===== config.mk =====
export PLATFORM = sky130hd
export DESIGN_NAME = multicycle_ctrl_flat
export DESIGN_NICKNAME = d
export VERILOG_FILES = /design/src/rtl/multicycle_ctrl_pkg.sv /design/src/rtl/multicycle_ctrl_if.sv /design/src/rtl/multicycle_ctrl_alu_decoder.sv /design/src/rtl/multicycle_ctrl.sv /design/src/flat_wrapper.sv
export SDC_FILE = /design/constraint.sdc
export NUM_CORES = 1
export LEC_CHECK = 0
export CAP_MARGIN = 5
export CORE_MARGIN = 8
export CORE_UTILIZATION = 36
export DETAILED_ROUTE_END_ITERATION = 8
export PLACE_DENSITY = 0.75
export SLEW_MARGIN = 20
export SYNTH_ARGS = -nofsm -noshare
export SYNTH_HDL_FRONTEND = slang
export SYNTH_SLANG_ARGS = --single-unit
export TNS_END_PERCENT = 5

===== constraint.sdc =====
create_clock -name clk -period 2 [get_ports clk]
set_clock_uncertainty 0.05 [all_clocks]
set_input_delay 0.3 -clock clk [delete_from_list [all_inputs] [get_ports clk]]
set_output_delay 0.3 -clock clk [all_outputs]
set_load 0.05 [all_outputs]

===== src/rtl/multicycle_ctrl_pkg.sv =====
// Shared types and encodings for the RV32I multicycle control unit:
// FSM states, ALU codes, opcodes and datapath select encodings.
package sprv32_ctrl_pkg;

  typedef enum logic [3:0] {
    FETCH, DECODE, MEMADR, MEMREAD, MEMWB, MEMWRITE,
    EXECUTER, EXECUTEI, ALUWB, BEQ, JAL, ILLEGAL
  } state_t;

  typedef enum logic [1:0] {
    ALUOP_ADD   = 2'b00,
    ALUOP_SUB   = 2'b01,
    ALUOP_FUNCT = 2'b10,
    ALUOP_RSVD  = 2'b11
  } aluop_t;

  localparam logic [2:0] ALU_ADD = 3'b000;
  localparam logic [2:0] ALU_SUB = 3'b001;
  localparam logic [2:0] ALU_AND = 3'b010;
  localparam logic [2:0] ALU_OR  = 3'b011;
  localparam logic [2:0] ALU_SLT = 3'b101;

  localparam logic [6:0] OP_LOAD   = 7'b0000011;
  localparam logic [6:0] OP_STORE  = 7'b0100011;
  localparam logic [6:0] OP_RTYPE  = 7'b0110011;
  localparam logic [6:0] OP_ITYPE  = 7'b0010011;
  localparam logic [6:0] OP_BRANCH = 7'b1100011;
  localparam logic [6:0] OP_JAL    = 7'b1101111;

  localparam logic [1:0] RES_ALUOUT    = 2'b00;
  localparam logic [1:0] RES_DATA      = 2'b01;
  localparam logic [1:0] RES_ALURESULT = 2'b10;

  localparam logic [1:0] SRCA_PC    = 2'b00;
  localparam logic [1:0] SRCA_OLDPC = 2'b01;
  localparam logic [1:0] SRCA_RS1   = 2'b10;

  localparam logic [1:0] SRCB_RS2  = 2'b00;
  localparam logic [1:0] SRCB_IMM  = 2'b01;
  localparam logic [1:0] SRCB_FOUR = 2'b10;

  localparam logic [1:0] IMM_I = 2'b00;
  localparam logic [1:0] IMM_S = 2'b01;
  localparam logic [1:0] IMM_B = 2'b10;
  localparam logic [1:0] IMM_J = 2'b11;

  // Only the funct3 values the datapath implements are accepted; jal has none.
  function automatic logic funct3_legal(input logic [6:0] op, input logic [2:0] funct3);
    case (op)
      OP_LOAD, OP_STORE: return funct3 == 3'b010;
      OP_RTYPE, OP_ITYPE: return funct3 inside {3'b000, 3'b010, 3'b110, 3'b111};
      OP_BRANCH:         return funct3 == 3'b000;
      OP_JAL:            return 1'b1;
      default:           return 1'b0;
    endcase
  endfunction

endpackage


===== src/rtl/multicycle_ctrl_if.sv =====
// Control bundle between the multicycle controller (master) and the datapath (slave).
interface multicycle_ctrl_if;
  logic [6:0] op;
  logic [2:0] funct3;
  logic       funct7b5;
  logic       zero;
  logic       pcwrite;
  logic       adrsrc;
  logic       memwrite;
  logic       irwrite;
  logic       regwrite;
  logic [1:0] resultsrc;
  logic [1:0] alusrca;
  logic [1:0] alusrcb;
  logic [1:0] immsrc;
  logic [2:0] alucontrol;
  logic       illegal_op;

  modport master (
    input  op, funct3, funct7b5, zero,
    output pcwrite, adrsrc, memwrite, irwrite, regwrite, resultsrc,
           alusrca, alusrcb, immsrc, alucontrol, illegal_op
  );

  modport slave (
    output op, funct3, funct7b5, zero,
    input  pcwrite, adrsrc, memwrite, irwrite, regwrite, resultsrc,
           alusrca, alusrcb, immsrc, alucontrol, illegal_op
  );
endinterface


===== src/rtl/multicycle_ctrl_alu_decoder.sv =====
// Combinational ALU decoder: maps the FSM's aluop plus instruction fields to alucontrol.
module alu_decoder
  import sprv32_ctrl_pkg::*;
(
  input  aluop_t     aluop,
  input  logic [2:0] funct3,
  input  logic       funct7b5,
  input  logic       op5,
  output logic [2:0] alucontrol
);

  always_comb begin
    alucontrol = ALU_ADD;
    case (aluop)
      ALUOP_SUB: alucontrol = ALU_SUB;
      ALUOP_FUNCT: begin
        case (funct3)
          // op5 separates R-type from addi, whose imm[10] aliases funct7b5
          3'b000:  alucontrol = (op5 & funct7b5) ? ALU_SUB : ALU_ADD;
          3'b010:  alucontrol = ALU_SLT;
          3'b110:  alucontrol = ALU_OR;
          3'b111:  alucontrol = ALU_AND;
          default: alucontrol = ALU_ADD;
        endcase
      end
      default: alucontrol = ALU_ADD;
    endcase
  end

endmodule


===== src/rtl/multicycle_ctrl.sv =====
// Moore-FSM control unit for a multicycle RV32I subset (lw/sw/R/I/beq/jal).
module multicycle_ctrl
  import sprv32_ctrl_pkg::*;
#(
  parameter state_t RESET_STATE = FETCH
) (
  input logic               clk,
  input logic               rst_n,
  multicycle_ctrl_if.master bus
);

  state_t state_q, state_d, dec_state;
  aluop_t aluop;
  logic   pcupdate, branch, irwrite_s, regwrite_s, memwrite_s;

  always_ff @(posedge clk) begin
    if (!rst_n) state_q <= RESET_STATE;
    else        state_q <= state_d;
  end

  always_comb begin
    state_d = state_q;
    case (state_q)
      FETCH:  state_d = DECODE;
      DECODE: begin
        if (!funct3_legal(bus.op, bus.funct3)) state_d = ILLEGAL;
        else begin
          case (bus.op)
            OP_LOAD, OP_STORE: state_d = MEMADR;
            OP_RTYPE:          state_d = EXECUTER;
            OP_ITYPE:          state_d = EXECUTEI;
            OP_BRANCH:         state_d = BEQ;
            OP_JAL:            state_d = JAL;
            default:           state_d = ILLEGAL;
          endcase
        end
      end
      MEMADR:   state_d = (bus.op == OP_LOAD) ? MEMREAD : MEMWRITE;
      MEMREAD:  state_d = MEMWB;
      MEMWB:    state_d = FETCH;
      MEMWRITE: state_d = FETCH;
      EXECUTER: state_d = ALUWB;
      EXECUTEI: state_d = ALUWB;
      ALUWB:    state_d = FETCH;
      BEQ:      state_d = FETCH;
      JAL:      state_d = ALUWB;
      ILLEGAL:  state_d = ILLEGAL;
      default:  state_d = FETCH;
    endcase
  end

  // During reset the outputs show the reset-state decode; enables are gated below.
  assign dec_state = rst_n ? state_q : RESET_STATE;

  always_comb begin
    pcupdate       = 1'b0;
    branch         = 1'b0;
    irwrite_s      = 1'b0;
    regwrite_s     = 1'b0;
    memwrite_s     = 1'b0;
    bus.adrsrc     = 1'b0;
    bus.resultsrc  = RES_ALUOUT;
    bus.alusrca    = SRCA_PC;
    bus.alusrcb    = SRCB_RS2;
    bus.illegal_op = 1'b0;
    aluop          = ALUOP_ADD;
    case (dec_state)
      FETCH: begin
        irwrite_s = 1'b1; pcupdate = 1'b1;
        bus.alusrcb = SRCB_FOUR; bus.resultsrc = RES_ALURESULT;
      end
      DECODE:   begin bus.alusrca = SRCA_OLDPC; bus.alusrcb = SRCB_IMM; end
      MEMADR:   begin bus.alusrca = SRCA_RS1; bus.alusrcb = SRCB_IMM; end
      MEMREAD:  bus.adrsrc = 1'b1;
      MEMWB:    begin bus.resultsrc = RES_DATA; regwrite_s = 1'b1; end
      MEMWRITE: begin bus.adrsrc = 1'b1; memwrite_s = 1'b1; end
      EXECUTER: begin bus.alusrca = SRCA_RS1; aluop = ALUOP_FUNCT; end
      EXECUTEI: begin bus.alusrca = SRCA_RS1; bus.alusrcb = SRCB_IMM; aluop = ALUOP_FUNCT; end
      ALUWB:    regwrite_s = 1'b1;
      BEQ:      begin bus.alusrca = SRCA_RS1; aluop = ALUOP_SUB; branch = 1'b1; end
      JAL: begin
        bus.alusrca = SRCA_OLDPC; bus.alusrcb = SRCB_FOUR; pcupdate = 1'b1;
      end
      ILLEGAL:  bus.illegal_op = 1'b1;
      default:  ;
    endcase
  end

  always_comb begin
    case (bus.op)
      OP_STORE:  bus.immsrc = IMM_S;
      OP_BRANCH: bus.immsrc = IMM_B;
      OP_JAL:    bus.immsrc = IMM_J;
      default:   bus.immsrc = IMM_I;
    endcase
  end

  assign bus.pcwrite  = rst_n & (pcupdate | (branch & bus.zero));
  assign bus.irwrite  = rst_n & irwrite_s;
  assign bus.regwrite = rst_n & regwrite_s;
  assign bus.memwrite = rst_n & memwrite_s;

  alu_decoder u_alu_decoder (
    .aluop      (aluop),
    .funct3     (bus.funct3),
    .funct7b5   (bus.funct7b5),
    .op5        (bus.op[5]),
    .alucontrol (bus.alucontrol)
  );

endmodule

===== src/flat_wrapper.sv =====
// flat-port wrapper written by rule: the top's interface ports become plain ports
module multicycle_ctrl_flat import sprv32_ctrl_pkg::*;
#(
  parameter state_t RESET_STATE = FETCH
)
  (clk, rst_n, bus_op, bus_funct3, bus_funct7b5, bus_zero, bus_pcwrite, bus_adrsrc, bus_memwrite, bus_irwrite, bus_regwrite, bus_resultsrc, bus_alusrca, bus_alusrcb, bus_immsrc, bus_alucontrol, bus_illegal_op);
  multicycle_ctrl_if bus_i ();
  input logic clk;
  input logic rst_n;
  input wire logic [$bits(bus_i.op)-1:0] bus_op;
  input wire logic [$bits(bus_i.funct3)-1:0] bus_funct3;
  input wire logic [$bits(bus_i.funct7b5)-1:0] bus_funct7b5;
  input wire logic [$bits(bus_i.zero)-1:0] bus_zero;
  output wire logic [$bits(bus_i.pcwrite)-1:0] bus_pcwrite;
  output wire logic [$bits(bus_i.adrsrc)-1:0] bus_adrsrc;
  output wire logic [$bits(bus_i.memwrite)-1:0] bus_memwrite;
  output wire logic [$bits(bus_i.irwrite)-1:0] bus_irwrite;
  output wire logic [$bits(bus_i.regwrite)-1:0] bus_regwrite;
  output wire logic [$bits(bus_i.resultsrc)-1:0] bus_resultsrc;
  output wire logic [$bits(bus_i.alusrca)-1:0] bus_alusrca;
  output wire logic [$bits(bus_i.alusrcb)-1:0] bus_alusrcb;
  output wire logic [$bits(bus_i.immsrc)-1:0] bus_immsrc;
  output wire logic [$bits(bus_i.alucontrol)-1:0] bus_alucontrol;
  output wire logic [$bits(bus_i.illegal_op)-1:0] bus_illegal_op;
  assign bus_i.op = bus_op;
  assign bus_i.funct3 = bus_funct3;
  assign bus_i.funct7b5 = bus_funct7b5;
  assign bus_i.zero = bus_zero;
  assign bus_pcwrite = bus_i.pcwrite;
  assign bus_adrsrc = bus_i.adrsrc;
  assign bus_memwrite = bus_i.memwrite;
  assign bus_irwrite = bus_i.irwrite;
  assign bus_regwrite = bus_i.regwrite;
  assign bus_resultsrc = bus_i.resultsrc;
  assign bus_alusrca = bus_i.alusrca;
  assign bus_alusrcb = bus_i.alusrcb;
  assign bus_immsrc = bus_i.immsrc;
  assign bus_alucontrol = bus_i.alucontrol;
  assign bus_illegal_op = bus_i.illegal_op;
  multicycle_ctrl #(.RESET_STATE(RESET_STATE)) u_core (.clk(clk), .rst_n(rst_n), .bus(bus_i));
endmodule

==> summary.md, run 1 <==
| Metric | Value |
|---|---|
| Number of synthesized flops with an enable pin | `0` |
| Max FO, Critical Path | `3` |
| Ranking of synthesized cells by area | `dfxtp_1, nand2_1, nor3_1, nor2_1, xnor2_1` |
| Comb power frac | `0.819` |
| Post-synth top cells | `nand2_1, nor2_1, nor3_1, inv_1, o21ai_0` |
| CTS sink count | `4` |
| CTS tree | `yes` |
| Final hold viol count | `0` |
| Root buffer cell | `clkbuf_4` |
| Min-delay src | `u_core.state_q[3]` |
| Switching Share | `0.484` |
| Initial DRC count | `33` |
| Crit path launch | `u_core.state_q[0]` |
| Core ar. | `1710 um2` |
| Crit path max-delay cell type | `dfxtp_2` |
| Crit-path max cell delay | `between 0.3 and 0.4 ns` |
| RSZ-0062 raised after global routing | `true` |
| Top-count cell post-synth | `nand2_1` |
| DRT Wirelength | `slightly above 3000 um` |
| Hold Slack | `roughly 0.56 ns` |
| CTS H-tree lvls | `1` |
| Die extent in x | `around 58 um` |
| First-pass GRT wire length | `between 4000 and 5000 um` |
| DP HPWL | `around 2000 um` |
| Worst-Skew Late Latency | `~0.23 ns` |
| Largest net degree at the start of global routing | `13` |
| FILL cells | `90` |
| Routed WL per cell | `approximately 18 um` |
| Register bit total from synthesis | `4` |
| Overall die height | `58.4 um` |
| Synth Area in Compound Gates | `0.222` |
| CP arrival | `1.75 ns` |
| First drt pass iteration count | `5` |
| DRT antenna net count | `0` |
| Cell variety after synth | `40` |
| Non-Filler Instances | `171` |
| # IOs | `31` |
| Row count | `15` |
| P&R area growth vs syn | `117%` |
| Final worst slack | `-0.0964 ns` |
| Top Registers | `u_core.state_q (4)` |
| Synth warn | `0` |
| Nets | `~160` |
| Placed Instances | `165` |
| Post-DP Area | `1250 um2` |
| Syn Std Cell Area | `around 650 um2` |
| Final period util | `1.05` |
| Port Buf Inserts | `30` |
| Grt ovf | `0` |
| # diodes | `0` |
| Drt drc | `0` |
| Int Pwr | `759 uW` |
| Required time of the critical path | `1.65 ns` |
| IR Drop Worst-Case VDD | `0.000618 V` |
| Post-CTS Hold Buffers | `0` |
| Post-synth top area cell | `dfxtp_1` |
| Clk buf depth | `2` |
| Reg2Reg Setup Slack | `0.38 ns` |
| Syn_nets | `~110` |
| Class of the worst hold path | `reg -> reg` |
| Power density over the cells | `roughly 1000 nW/um2` |
| Reg area | `about 90 um2` |
| Max-Cap Viols | `0` |
| Share of the synthesized area in the top cell type | `0.124` |
| Largest register FFs | `4` |
| DR vias/cell | `5.80` |
| Pre-CTS WS | `-0.427 ns` |
| Post-synthesis adder-cell area fraction | `0.0386` |
| Rel. slew slack | `0.728` |
| Startpoint types | `register` |
| Worst min-delay path endpoint | `u_core.state_q[3]` |
| Largest Register | `u_core.state_q` |
| Pleak | `approximately 0.00057 uW` |
| Synth Flop Type | `dfxtp_1` |
| Final min period | `2.10 ns` |
| Multiplexer area fraction after synthesis | `0` |
| Tot GR Track Use | `0.153` |
| Sequential Power Share | `0.118` |
| Worst-Margin Slew | `a little over 0.4 ns` |
| Switching Power | `around 700 uW` |
| FFs w/ async S/R, synth | `0` |
| Fmax | `0.477 GHz` |
| R2R depth | `7` |
| Via count of the first global-routing pass | `1016` |
| Final Max Tran Viols | `0` |
| R2R Path Start | `u_core.state_q[2]` |
| XOR/XNOR Fraction of Synth Area | `0.0405` |
| Run status | `complete, but fails checks` |
| Share of cells above drive strength 1 | `0.507` |
| Post-route design area | `roughly 1400 um2` |
| Via Count | `992` |
| Clk slew on worst S/H paths | `approximately 0.040 ns` |
| Seq/Total Area, Yosys | `0.124` |
| Cells after synthesis | `98` |
| Area of the die | `between 3000 and 4000 um2` |
| Crit path capture type | `output pin` |
| CP Class | `reg -> out` |
| Initial antenna violation count | `0` |
| Hold path cells | `3` |
| CTS Buf Count | `3` |
| Tot Pwr | `between 1000 and 1500 uW` |
| Clock share of power | `0.063` |
| Failing checks | `negative setup slack` |
| Largest family of logic cells by synthesized area | `simple AND/OR/NAND/NOR gates` |
| Footprint of the multi-input gates | `608 um2` |
| Final setup viols | `6` |
| Crit Reg-Reg Endpoint | `u_core.state_q[0]` |
| Post-Synth Simple-Gate Area | `0.471` |
| Worst path cell trace | `nand2_2, nor4b_4, buf_4, inv_1, ha_4, a31oi_2, nor2_2, buf_12` |
| Initial Util | `0.379` |
| GP Congestion | `0.842` |
| Post-Syn Area per Cell | `about 6.6 um2` |
## worst max-delay path: cells and delay by family, from the launching register on
kind	cells	cell delay [ns]
flip-flops	1	0.35
AO/OA/AOI/OAI	1	0.17
buffers and inverters	3	0.42
adder cells (fa/ha/maj)	1	0.18
AND/OR/NAND/NOR	3	0.40
## placed cells by master, fill, tap and decap left out, types with 2 or more instances in the layout
| cell type | synthesis | layout |
|---|---|---|
| a21oi_1 | 4 | 3 |
| buf_12 | 0 | 16 |
| buf_4 | 1 | 20 |
| buf_6 | 1 | 3 |
| clkbuf_4 | 0 | 3 |
| clkdlybuf4s50_1 | 0 | 12 |
| dfxtp_2 | 0 | 2 |
| dfxtp_4 | 0 | 2 |
| ha_4 | 0 | 2 |
| inv_1 | 5 | 5 |
| nand2_1 | 14 | 12 |
| nand2b_1 | 2 | 2 |
| nand3_1 | 2 | 2 |
| nor2_1 | 9 | 7 |
| nor2_2 | 0 | 2 |
| nor3_1 | 7 | 5 |
| nor4_1 | 2 | 2 |
| o21a_1 | 2 | 2 |
| o21ai_0 | 5 | 4 |
| o31ai_1 | 3 | 3 |
| or2_2 | 4 | 3 |
| or2_4 | 1 | 2 |
| xnor2_1 | 3 | 3 |
## repair_timing
item	4_1_cts	5_1_grt
endpoints found under the setup margin	6	9
pin swaps	6	7
buffers inserted	1	2
gates resized for setup	16	13
## layer usage
metal	GRT usage	wire length, um
met2	0.261	1590
met4	0.0979	162
met1	0.148	1050
met3	0.0630	271
met5	0	0
## worst max path at each step
stage,slack (ns),cells past startpoint,end
2_1_floorplan,-0.27,5,bus_pcwrite
3_3_place_gp,-0.29,7,bus_alucontrol[2]
3_5_place_dp,-0.43,9,bus_alucontrol[0]
4_1_cts,-0.05,7,bus_alucontrol[2]
5_1_grt,-0.15,8,bus_alucontrol[0]
6_report,-0.1,8,bus_alucontrol[0]
## final cells by class
class,instances,share of cell area
Inverter,5,0.0134
Timing Repair Buffer,52,0.451
Sequential cell,4,0.0642
Multi-Input combinational cell,82,0.433
Clock buffer,3,0.0160
Tap cell,25,0.0223
## stage by stage
stage	utilization	setup TNS (ns)
2_1_floorplan	-	-1.35
3_3_place_gp	0.732	-1.35
3_5_place_dp	0.732	-1.98
4_1_cts	0.780	-0.0998
5_1_grt	0.822	-0.534
6_report	0.822	-0.276
## kinds of logic after synthesis
kind of cell / count (synthesis)
compound gates: 22
xor+xnor: 3
fa+ha+maj: 2
buf+inv: 12
flops: 4
simple gates: 55
## power by group through the flow
stage                     Combinational [uW]  Clock, uW  Sequential, uW
after global placement                  1040          0             147
after global routing                    1270        108             174
final                                   1200       92.7             174
after CTS                               1120       96.9             164
after floorplan                          625          0             126
after detailed placement                1060          0             146
(Power assumes the default switching activity.)
==> inputs of run 2 (changes only) <==
SYNTH_HIERARCHICAL = 1   (was default)
==> run 2 against run 1 <==
  * Sequential share of layout area down 0.98 points
  * Combinational power down 6%
  * The flow still finishes with violations (negative setup slack)
  * First-iteration DRC count up 85%
  * Final area up 8.1%
==> summary.md, run 2 <==
| Metric | Value |
|---|---|
| CTS sink count | `4` |
| Most common cell after layout, fill and taps aside | `buf_4` |
| Number of synthesized flops with an enable pin | `0` |
| Worst-Margin Slew | `~0.44 ns` |
| Synth Flop Type | `dfxtp_1` |
| Register bit total from synthesis | `4` |
| Crit path capture type | `output pin` |
| Cell variety after synth | `slightly above 40` |
| Final worst slack | `-0.0746 ns` |
| Post-synth top cells | `nor2_1, nand2_1, nor3_1, inv_1` |
| IR Drop Worst-Case VDD | `between 0.0008 and 0.0009 V` |
| Core ar. | `roughly 1700 um2` |
| Drt drc | `0` |
| Final Max Tran Viols | `0` |
| Final period util | `1.04` |
| Initial Util | `0.383` |
| Wire length on met2 | `approximately 1500 um` |
| DRT antenna net count | `0` |
| WP depth | `7` |
| DR vias/cell | `between 5 and 6` |
| Share of the synthesized area in the top cell type | `0.121` |
| Cells after synthesis | `96` |
| Worst path cell trace | `nand2b_4, nor3_4, buf_4, ha_4, inv_2, a221oi_4, buf_12` |
| Crit Reg-Reg Endpoint | `u_core/state_q[2]` |
| Synth warn | `6` |
| First drt pass iteration count | `5` |
| Die extent in x | `around 59 um` |
| GP Congestion | `approximately 0.9` |
| Crit path launch | `u_core/state_q[2]` |
| Final min period | `between 2 and 2.5 ns` |
| Share of cells above drive strength 1 | `0.530` |
| Top Registers | `u_core/state_q (4)` |
| Overall die height | `58.8 um` |
| Routed WL per cell | `~17 um` |
| Run status | `complete, but fails checks` |
| Port Buf Inserts | `30` |
| Ranking of synthesized cells by area | `dfxtp_1, nor2_1, nor3_1, nand2_1, nor2b_1` |
| Initial antenna violation count | `0` |
| Post-synth top area cell | `dfxtp_1` |
| Tot GR Track Use | `0.165` |
| Rel. slew slack | `0.706` |
| Buffers & Inverters on Critical Path | `3` |
| Crit-path max cell delay | `between 0.3 and 0.4 ns` |
| # diodes | `0` |
| Max-Cap Viols | `0` |
| Largest net degree at the start of global routing | `15` |
| Hold Slack | `about 0.64 ns` |
| CP arrival | `~1.7 ns` |
| DP HPWL | `slightly below 2000 um` |
| Area of the die | `approximately 3500 um2` |
| Post-CTS Hold Buffers | `0` |
| Syn_nets | `112` |
| Sequential Power Share | `0.094` |
| RSZ-0062 raised after global routing | `true` |
| Failing checks | `negative setup slack` |
| First-pass GRT wire length | `between 4000 and 5000 um` |
| Detail Route met3 WL | `227 um` |
| DR top layer | `met4` |
| Crit path max-delay cell type | `dfxtp_2` |
| Most frequent cells in the layout | `buf_4, buf_12, clkdlybuf4s50_1, nor2_1, nand2_1` |
| FFs w/ async S/R, synth | `0` |
| Required time of the critical path | `between 1.5 and 2 ns` |
| Switching Power | `651 uW` |
| CTS H-tree lvls | `1` |
| Pre-CTS WS | `-0.421 ns` |
| Fin util | `0.879` |
| DRT Wirelength | `2890 um` |
| Grt ovf | `0` |
| Reg2Reg Setup Slack | `0.54 ns` |
| Seq/Total Area, Yosys | `0.121` |
| Switching Share | `0.477` |
| CP Class | `reg -> out` |
| Via count of the first global-routing pass | `roughly 1000` |
| Post-Syn Area per Cell | `between 6 and 7 um2` |
| Class of the worst hold path | `reg -> reg` |
| Tot Pwr | `1360 uW` |
| Max FO, Critical Path | `2` |
| Clk slew on worst S/H paths | `0.04 ns` |
| Clk buf depth | `2` |
| Int Pwr | `approximately 700 uW` |
| Initial DRC count | `a little over 60` |
| Syn Std Cell Area | `about 660 um2` |
| Crit-path leading delay family | `buffers and inverters` |
| Worst-Skew Late Latency | `approximately 0.24 ns` |
| Non-Filler Instances | `between 150 and 200` |
| R2R Path Start | `u_core/state_q[1]` |
| P&R area growth vs syn | `130%` |
| Footprint of the multi-input gates | `between 600 and 700 um2` |
| Row count | `15` |
| R2R depth | `7` |
| Power density over the cells | `between 800 and 900 nW/um2` |
| Placed Instances | `roughly 160` |
| Fmax | `just under 0.5 GHz` |
| Metal-1 WL | `about 1100 um` |
| Largest register FFs | `4` |
| Root buffer cell | `clkbuf_4` |
| # IOs | `31` |
| Reg area | `a little over 80 um2` |
| Nets | `roughly 170` |
| Clock share of power | `0.076` |
| Critical path endpoint | `bus_alucontrol[0]` |
| CTS Buf Count | `3` |
| FILL cells | `92` |
| Pleak | `0.000607 uW` |
| CTS tree | `yes` |
| Via Count | `about 970` |
| Final setup viols | `3` |
| Startpoint types | `register` |
| Comb power frac | `0.831` |
| Largest Register | `u_core/state_q` |
| Final hold viol count | `0` |
| Top-count cell post-synth | `nor2_1` |
==> run 2: how the worst min path moves through the flow <==
| stage | from | to | cells after the start |
|---|---|---|---|
| after floorplan | bus_funct3[1] | u_core/state_q[1] | 2 |
| after global placement | u_core/state_q[3] | u_core/state_q[1] | 3 |
| after detailed placement | u_core/state_q[3] | u_core/state_q[1] | 3 |
| final | u_core/state_q[2] | u_core/state_q[0] | 3 |
| after CTS | u_core/state_q[2] | u_core/state_q[3] | 3 |
| after global routing | u_core/state_q[2] | u_core/state_q[3] | 3 |
==> run 2: metal layers <==
metal | vias up | track usage
met3 | 10 | 0.0500
met1 | 464 | 0.168
met4 | 0 | 0.0853
met2 | 46 | 0.293
li1 | 452 | -
met5 | - | 0
==> run 2: power by group through the flow <==
stage	clock network [uW]	logic, uW	registers, uW
floorplan	0	521	130
CTS	104	1080	125
global route	111	1190	131
global placement	0	941	117
finish	103	1130	128
detailed placement	0	963	118
==> run 2: cell type report <==
class / instances / share of cell area
Multi-Input combinational cell: 80 / 0.437
Clock buffer: 3 / 0.0148
Sequential cell: 4 / 0.0544
Timing Repair Buffer: 56 / 0.458
Tap cell: 25 / 0.0206
Inverter: 6 / 0.0148
==> run 2: tightest hold or removal path, cell delays in order (launching register included) <==
cell and delay (ns):
dfxtp_2 0.33, buf_6 0.14, nand3b_1 0.13, a21oi_1 0.05
==> run 2: cell families (layout without fill, tap and decap cells) <==
logic type                 Yosys count  count (layout)  synth area share
buffers and inverters               12              65            0.0852
xor gates and xnor gates             2               2            0.0265
muxes                                2               2            0.0322
DFF                                  4               4             0.121
and+or+nand+nor                     55              55             0.468
adders and majority gates            2               2            0.0379
AOI/OAI and AO/OA                   19              19             0.229
==> run 2: through the flow <==
step                      setup TNS [ns]  instance area (um2)
final                             -0.169                 1520
after global routing              -0.360                 1520
after CTS                         -0.140                 1490
after detailed placement           -1.26                 1310
after global placement             -1.15                 1310
after floorplan                    -2.41                  694
==> run 2: what timing repair did <==
action / CTS / global route
setup endpoints to repair: 5 / 8
buffers inserted: 7 / 0
cloned: 0 / 0
pin swaps: 6 / 4
gates resized for setup: 23 / 9
